===== src/rtl/mult_div_unit.sv =====
// rtl/mult_div_unit.sv - iterative multiply/divide unit, one bit per clock, results in HI/LO
// Define MDU_DIVIDE_EN to build the DIVU/DIV datapath; without it only MULTU/MULT are accepted.
module mult_div_unit #(
  parameter int N = 32
) (
  input  logic         clk,
  input  logic         reset,
  input  logic         start,
  input  logic [1:0]   op,
  input  logic [N-1:0] A,
  input  logic [N-1:0] B,
  output logic [N-1:0] HI,
  output logic [N-1:0] LO,
  output logic         busy,
  output logic         done
);
  typedef enum logic [1:0] {IDLE, RUN, DONE} state_t;

  state_t         state, state_nxt;
  logic [5:0]     cnt;
  logic [N-1:0]   opnd;     // |A| for multiply, |B| for divide
  logic [N:0]     acc_hi;   // partial product high half, or partial remainder
  logic [N-1:0]   acc_lo;   // multiplier bits, or dividend bits shifting into quotient
  logic           neg_res;
  logic           op_ok, accept, last;
  logic [N-1:0]   mag_a_in, mag_b_in;
  logic [N:0]     mul_sum;
  logic [2*N-1:0] prod;
  logic [N:0]     it_hi;
  logic [N-1:0]   it_lo, res_hi, res_lo;

  assign mag_a_in = (op[0] && A[N-1]) ? -A : A;
  assign mag_b_in = (op[0] && B[N-1]) ? -B : B;
  assign accept   = start && (state != RUN) && op_ok;
  assign last     = (state == RUN) && (cnt == 6'(N - 1));

  assign mul_sum  = acc_hi + (acc_lo[0] ? {1'b0, opnd} : '0);
  assign prod     = neg_res ? -{mul_sum, acc_lo[N-1:1]} : {mul_sum, acc_lo[N-1:1]};

`ifdef MDU_DIVIDE_EN
  logic           is_div, neg_rem, ge;
  logic [N-1:0]   a_raw, quo;
  logic [N:0]     shifted;
  logic [N+1:0]   diff;

  assign op_ok   = 1'b1;
  assign shifted = {acc_hi[N-1:0], acc_lo[N-1]};
  assign diff    = {1'b0, shifted} - {2'b00, opnd};
  assign ge      = ~diff[N+1];
  assign quo     = {acc_lo[N-2:0], ge};

  always_comb begin
    it_hi  = {1'b0, mul_sum[N:1]};
    it_lo  = {mul_sum[0], acc_lo[N-1:1]};
    res_hi = prod[2*N-1:N];
    res_lo = prod[N-1:0];
    if (is_div) begin
      it_hi = ge ? diff[N:0] : shifted;
      it_lo = quo;
      if (opnd == '0) begin
        res_hi = a_raw;
        res_lo = '1;
      end else begin
        res_hi = neg_rem ? -it_hi[N-1:0] : it_hi[N-1:0];
        res_lo = neg_res ? -quo : quo;
      end
    end
  end
`else
  assign op_ok = ~op[1];

  always_comb begin
    it_hi  = {1'b0, mul_sum[N:1]};
    it_lo  = {mul_sum[0], acc_lo[N-1:1]};
    res_hi = prod[2*N-1:N];
    res_lo = prod[N-1:0];
  end
`endif

  always_ff @(posedge clk or posedge reset) begin
    if (reset) begin
      state   <= IDLE;
      cnt     <= '0;
      opnd    <= '0;
      acc_hi  <= '0;
      acc_lo  <= '0;
      neg_res <= 1'b0;
      HI      <= '0;
      LO      <= '0;
`ifdef MDU_DIVIDE_EN
      is_div  <= 1'b0;
      neg_rem <= 1'b0;
      a_raw   <= '0;
`endif
    end else begin
      state <= state_nxt;
      if (accept) begin
        cnt     <= '0;
        acc_hi  <= '0;
        neg_res <= op[0] & (A[N-1] ^ B[N-1]);
`ifdef MDU_DIVIDE_EN
        is_div  <= op[1];
        neg_rem <= op[0] & A[N-1];
        a_raw   <= A;
        opnd    <= op[1] ? mag_b_in : mag_a_in;
        acc_lo  <= op[1] ? mag_a_in : mag_b_in;
`else
        opnd    <= mag_a_in;
        acc_lo  <= mag_b_in;
`endif
      end else if (state == RUN) begin
        cnt    <= cnt + 6'd1;
        acc_hi <= it_hi;
        acc_lo <= it_lo;
        if (last) begin
          HI <= res_hi;
          LO <= res_lo;
        end
      end
    end
  end

  always_comb begin
    state_nxt = state;
    busy      = 1'b0;
    done      = 1'b0;
    case (state)
      IDLE: if (accept) state_nxt = RUN;
      RUN: begin
        busy = 1'b1;
        if (last) state_nxt = DONE;
      end
      DONE: begin
        done      = 1'b1;
        state_nxt = accept ? RUN : IDLE;
      end
      default: state_nxt = IDLE;
    endcase
  end
endmodule


===== config.mk =====
export PLATFORM = sky130hd
export DESIGN_NAME = mult_div_unit
export DESIGN_NICKNAME = d
export VERILOG_FILES = /design/src/rtl/mult_div_unit.sv
export SDC_FILE = /design/constraint.sdc
export NUM_CORES = 1
export LEC_CHECK = 0
export ABC_AREA = 1
export CORE_MARGIN = 8
export CORE_UTILIZATION = 50
export CTS_BUF_LIST = sky130_fd_sc_hd__clkbuf_8
export DETAILED_ROUTE_END_ITERATION = 12
export GPL_TIMING_DRIVEN = 0
export HOLD_SLACK_MARGIN = 0.06
export PLACE_DENSITY = 0.7
export SLEW_MARGIN = 10
export SYNTH_ARGS = -nofsm -noshare
export SYNTH_HDL_FRONTEND = slang
export SYNTH_SLANG_ARGS = --single-unit
export TNS_END_PERCENT = 30

===== constraint.sdc =====
create_clock -name clk -period 13.7 [get_ports clk]
set_input_delay 2.74 -clock clk [delete_from_list [all_inputs] [get_ports clk]]
set_output_delay 2.74 -clock clk [all_outputs]
set_load 0.02 [all_outputs]

After elaboration in Yosys (flattened, before gate mapping). Index checks and enable logic that the tools add are counted.

Flip-flop bits (word level): 170. Latch bits: 0. Memory bits (writable): 0. Bits in read-only memories: 0. Input bits: 69. Logic and storage cells: 48. Memories kept: 0.

$add $sub $neg: 5. $mul: 0. Div/mod/pow operators: 0. Magnitude comparators: 0. Eq/ne operators: 6. Shift-type cells: 0. Multiplexer cells: 16. Bitwise gates (word level): 4. Reduce and logical (&&, ||, !) cells: 9.

Operators with widths (count): 2-to-1 mux 32 bit (5); 2-to-1 mux 33 bit (2); 2-to-1 mux 64 bit (1); negation 32 bit (2); negation 64 bit (1); adder 33 x 32 -> 33 bit (1); 2-to-1 mux 6 bit (2); adder 6 x 1 -> 6 bit (second input constant) (1); equality test 6 x 5 -> 1 bit (second input constant) (1); one-hot mux 2 bit (3 select lines) (1); logical AND 1 bit (5); 2-to-1 mux 2 bit (2); != test 2 bit (second input constant) (2); 2-to-1 mux 1 bit (3); AND reduction 3 bit (1); equality test 2 x 1 -> 1 bit (second input constant) (1); equality test 2 bit (second input constant) (1); logical NOT 2 bit (1); != test 2 x 1 -> 1 bit (second input constant) (1); inverter 1 bit (2); AND reduction 2 bit (1); nonzero test 2 bit (1); AND 1 bit (1); bitwise XOR 1 bit (1).

Longest topological paths before layout.
Word-level depth: 5. Depth in mapped cells: 25.

Worst setup path after synthesis. OpenSTA, ideal clock, no wires.

Path type: input-to-reg. Start: input A[0]. End: register opnd[28]. Data arrival time: 4258 ps. Required time: 13582 ps. Slack: 9324 ps. Cell stages on the path: 14. Path buffers: 0. Path through: inv_1 -> ha_1 -> nor3b_2 -> nand2_1 -> nor2_1 -> nand4_1 -> nor3_2 -> nand4_1 -> nand2_1 -> nand2_1 -> nor2_1 -> nand2_1 -> nand3_1 -> nand2_1.

Cells in the longest elaborated chain, start to end: 2.

Ends and longest elaborated chain: start: declaration (RTL line 10) `input logic [N-1:0] A,`; negation 32 bit (RTL line 32) `assign mag_a_in = (op[0] && A[N-1]) ? -A : A;`; 2-to-1 mux 32 bit (RTL line 32); end signal: assignment (RTL line 108) `opnd <= mag_a_in;`; end: declaration (RTL line 21) `logic [N-1:0] opnd;`.

No other way between the ends. A chain may end at the register's enable or synchronous reset.

Worst setup path after layout.
Start: register state[0]. End: output busy.

Cells in the longest elaborated chain, start to end: 2.

Ends and longest elaborated chain: start: declaration (RTL line 19) `state_t state, state_nxt;`; start signal: assignment (RTL line 96) `state <= state_nxt;`; equality test 2 x 1 -> 1 bit (RTL line 127) `case (state)`; 2-to-1 mux 1 bit (RTL line 127); end: declaration (RTL line 14) `output logic busy,`.

No other way between the ends.

==> run summary <==
The flow ran to the end, and the final reports show no timing, DRC or antenna violations. The clock network power share came out at between 10% and 20%. The count of buffers added by post-CTS timing repair for setup is 0. The area of the core region came out at around 0.026 mm². The worst setup path is launched from a flop.

After detailed routing, the number of remaining DRC violations is 0. Leaving out fill and tap cells, the most frequent cells in the layout are nand2_1 (653), inv_1 (268), o21ai_0 (193). The routability congestion estimate is ~1. The tree is rooted in a clkbuf_8. The total half-perimeter wirelength after legalization and detailed placement is 36300 µm.

The floorplan die height is ~180 µm. The final worst-path cycle share is 37.4%. On the final layout, the worst clock skew is between 0.02 and 0.025 ns. For this design, the CTS-stage hold fixing added 0 buffers. The post-placement cell area is ~0.015 mm². The critical path goes through nand2_1, clkbuf_1, inv_1, clkdlybuf4s50_1. The floorplan step set the die width to about 180 µm.

The clock transition at the register clock pins on the worst setup and hold paths after CTS is about 0.10 ns. The number of filler instances in the final layout is 2600. In the synthesized netlist the async set-or-reset flop fraction comes to 100%. The total wire length is about 44000 µm.

The first global-routing pass estimated a little under 70000 µm of wire. After floorplanning, the core was divided into ~60 placement rows. The clock network latency to the later pin of the worst-skew pair is approximately 0.48 ns. The path type of the worst min-delay path is flop to flop. The share of the Yosys chip area taken by registers is 32.7%.

The starting DRC count in detailed routing came out at 1188. The first detailed-routing pass ran for 6 iterations. On the critical path the largest part of the delay comes from buffers and inverters. The switching component of the power came out at 1660 µW. The biggest fanout along the worst timing path is 10. The register-to-register setup slack is about 9.9 ns. The pin count of the biggest net entering global routing came out at 91. The post-synthesis cell area came out at approximately 0.013 mm².

The share of total power in combinational logic came out at between 60% and 70%. Sequential cells burn 25.5% of the power. After global routing the overflow that remains totals 0.

In this run, post-CTS repair resized a total of 0 instances. The worst supply voltage drop on vdd came out at roughly 0.10 mV. The worst max-slew margin expressed relative to the limit is between 50 and 60%. Summed over all cells, the static leakage comes to 0.00769 µW. The via count of the first global-routing pass came out at about 13000.

The worst setup path is captured at an output port. The average wire per cell in the routed design came out at around 18 µm. The clock passes through at most 2 buffers. The post-layout net count is around 2300. The repair_antennas step left the layout with diodes totalling 0. After routing the design area is 0.0152 mm². ~140 I/O pins were placed. The number of buffers created by CTS is 17. A synthesized cell averages between 6 and 7 µm².

The number of synthesized flops with an enable pin is 0. The H-tree was split into 4 levels. The number of port buffers is 134. The net count after synthesis came out at roughly 2100.

At the worst endpoint, the required time is ~11 ns. The critical path contains buffers and inverters numbering 3 combined. Using the TritonRoute via totals, the vias-per-cell ratio works out to 5.36. For the pin with the worst max-slew slack, the measured transition is slightly above 0.7 ns.

The number of antenna violations at the first check in global routing came to 1. The areal power density over the cells came out at between 200 and 250 mW/mm². The clock sink total came out at 169. The full die area came out at ~0.031 mm². The number of instances in the synthesized netlist came out at approximately 2000. Setup repair after global routing left no endpoint under its margin.

The critical path is of the flop to output port type. The total of max-cap violations came out at 0. The starting utilization of the core area came out at between 50% and 60%. The clock tree from TritonCTS is built. The net switching share of the total power is a little over half. The total count of hold-check failures in the final report came out at 0. The most common library cell in the layout ignoring fill and taps is nand2_1.

The post-detailed-route count of antenna-violating nets came out at 0. The stage delay of the slowest cell on the critical path came out at 0.62 ns. The cell internal power dissipation is approximately 1400 µW. Based on the critical path, the design can be clocked at up to between 0.15 and 0.2 GHz. The area added between synthesis and finish came out at 17.0%. Cells with a size suffix above 1 make up under 10% of the layout. The total routing resource utilization after global routing came out at between 20% and 30%. The main flop type after synthesis is dfrtp_1. The flop and latch count out of synthesis is 169. The count of endpoints failing setup in the final report came out at 0. The total vias in the final route came out at about 13000. The number of unique standard cell types used by synthesis came out at 48. For the worst setup path, the data arrival time is approximately 2.4 ns.

The final-report max-slew violation count came out at 0. The minimum period implied by the final worst setup slack is roughly 5.1 ns. The setup TNS came out at 0 ns. Yosys printed 0 warnings. The slowest stage of the critical path belongs to the cell clkdlybuf4s50_1.
metrics by stage:
stage	worst slack, ns	hold slack (ns)	utilization, %	power [µW]	cells
CTS	8.62	0.498	58.8	2990	2499
global route	8.50	0.512	58.8	3260	2499
floorplan	6.38	0.449	-	2020	1997
detailed placement	8.51	0.468	57.2	2600	2467
global placement	4.08	0.466	57.1	2570	2466
finish	8.58	0.493	58.8	3030	2499
cell usage after synthesis (8+ instances only):
cell,number,area [µm²]
clkbuf_1,53,199
nor2_2,24,150
nor3_1,28,140
ha_1,36,450
xor2_1,70,613
nand3_1,108,541
o21ai_0,193,966
nand4_1,24,150
inv_2,17,63.8
nand2_2,30,188
nand3_2,10,100
nand2_1,653,2450
inv_1,269,1010
xnor2_1,12,105
a21oi_1,47,235
nor3_2,8,80.1
dfrtp_1,169,4230
nor2_1,158,593
o31ai_1,9,67.6
power groups by stage:
| stage | clock network, µW | registers [µW] | logic (µW) |
|---|---|---|---|
| 4_1_cts | 387 | 765 | 1830 |
| 5_1_grt | 404 | 786 | 2070 |
| 6_report | 386 | 772 | 1870 |
| 3_3_place_gp | 0 | 773 | 1800 |
| 3_5_place_dp | 0 | 775 | 1820 |
| 2_1_floorplan | 0 | 737 | 1280 |
path summary, 6_finish.rpt:
kind,endpoint,cells past startpoint,from
hold reg to reg,HI[1],2,HI[1]
max in group asynchronous,cnt[3],3,reset
setup / recovery,busy,4,state[0]
hold / removal,HI[1],2,HI[1]
min in group asynchronous,LO[29],2,reset
setup reg to reg,HI[24],23,acc_lo[0]
logic make-up after synthesis:
group / count (synthesis) / synth area share [%]
AND/OR/NAND/NOR: 1076 / 36.2
XOR/XNOR: 83 / 5.67
buffers and inverters: 353 / 10.4
flip-flops: 169 / 32.7
adder cells (fa/ha/maj): 37 / 3.63
AO/OA/AOI/OAI: 279 / 11.5
cell type report:
cell class	count	area (µm²)	area share, %
plain buffers	61	248	1.63
clock buffers	19	262	1.73
clock inverters	13	148	0.974
inverters	292	1100	7.28
multi-input cells	1475	7380	48.7
flip-flops and latches	169	4230	27.9
well taps	335	419	2.77
repair buffers	135	1370	9.03
sequential cells by signal, indices dropped and copies added, names as in the netlist:
register,count
acc_lo,32
opnd,32
HI,32
acc_hi,32
LO,32
cnt,6
neg_res,1
state,2
metal layers:
metal | part of all wire, % | routed length (µm) | global-route usage [%]
met5 | 0.030 | 13 | 0
met4 | 1.7 | 760 | 6.41
met3 | 6.3 | 2770 | 3.31
met2 | 44 | 19300 | 43.8
met1 | 48 | 21100 | 41.5
worst min-delay path: stages, from the launching register on:
cell and delay (ns):
dfrtp_1 0.36, nand2_1 0.05, o21ai_0 0.05
Note: power is estimated with default switching activity, not from simulation.
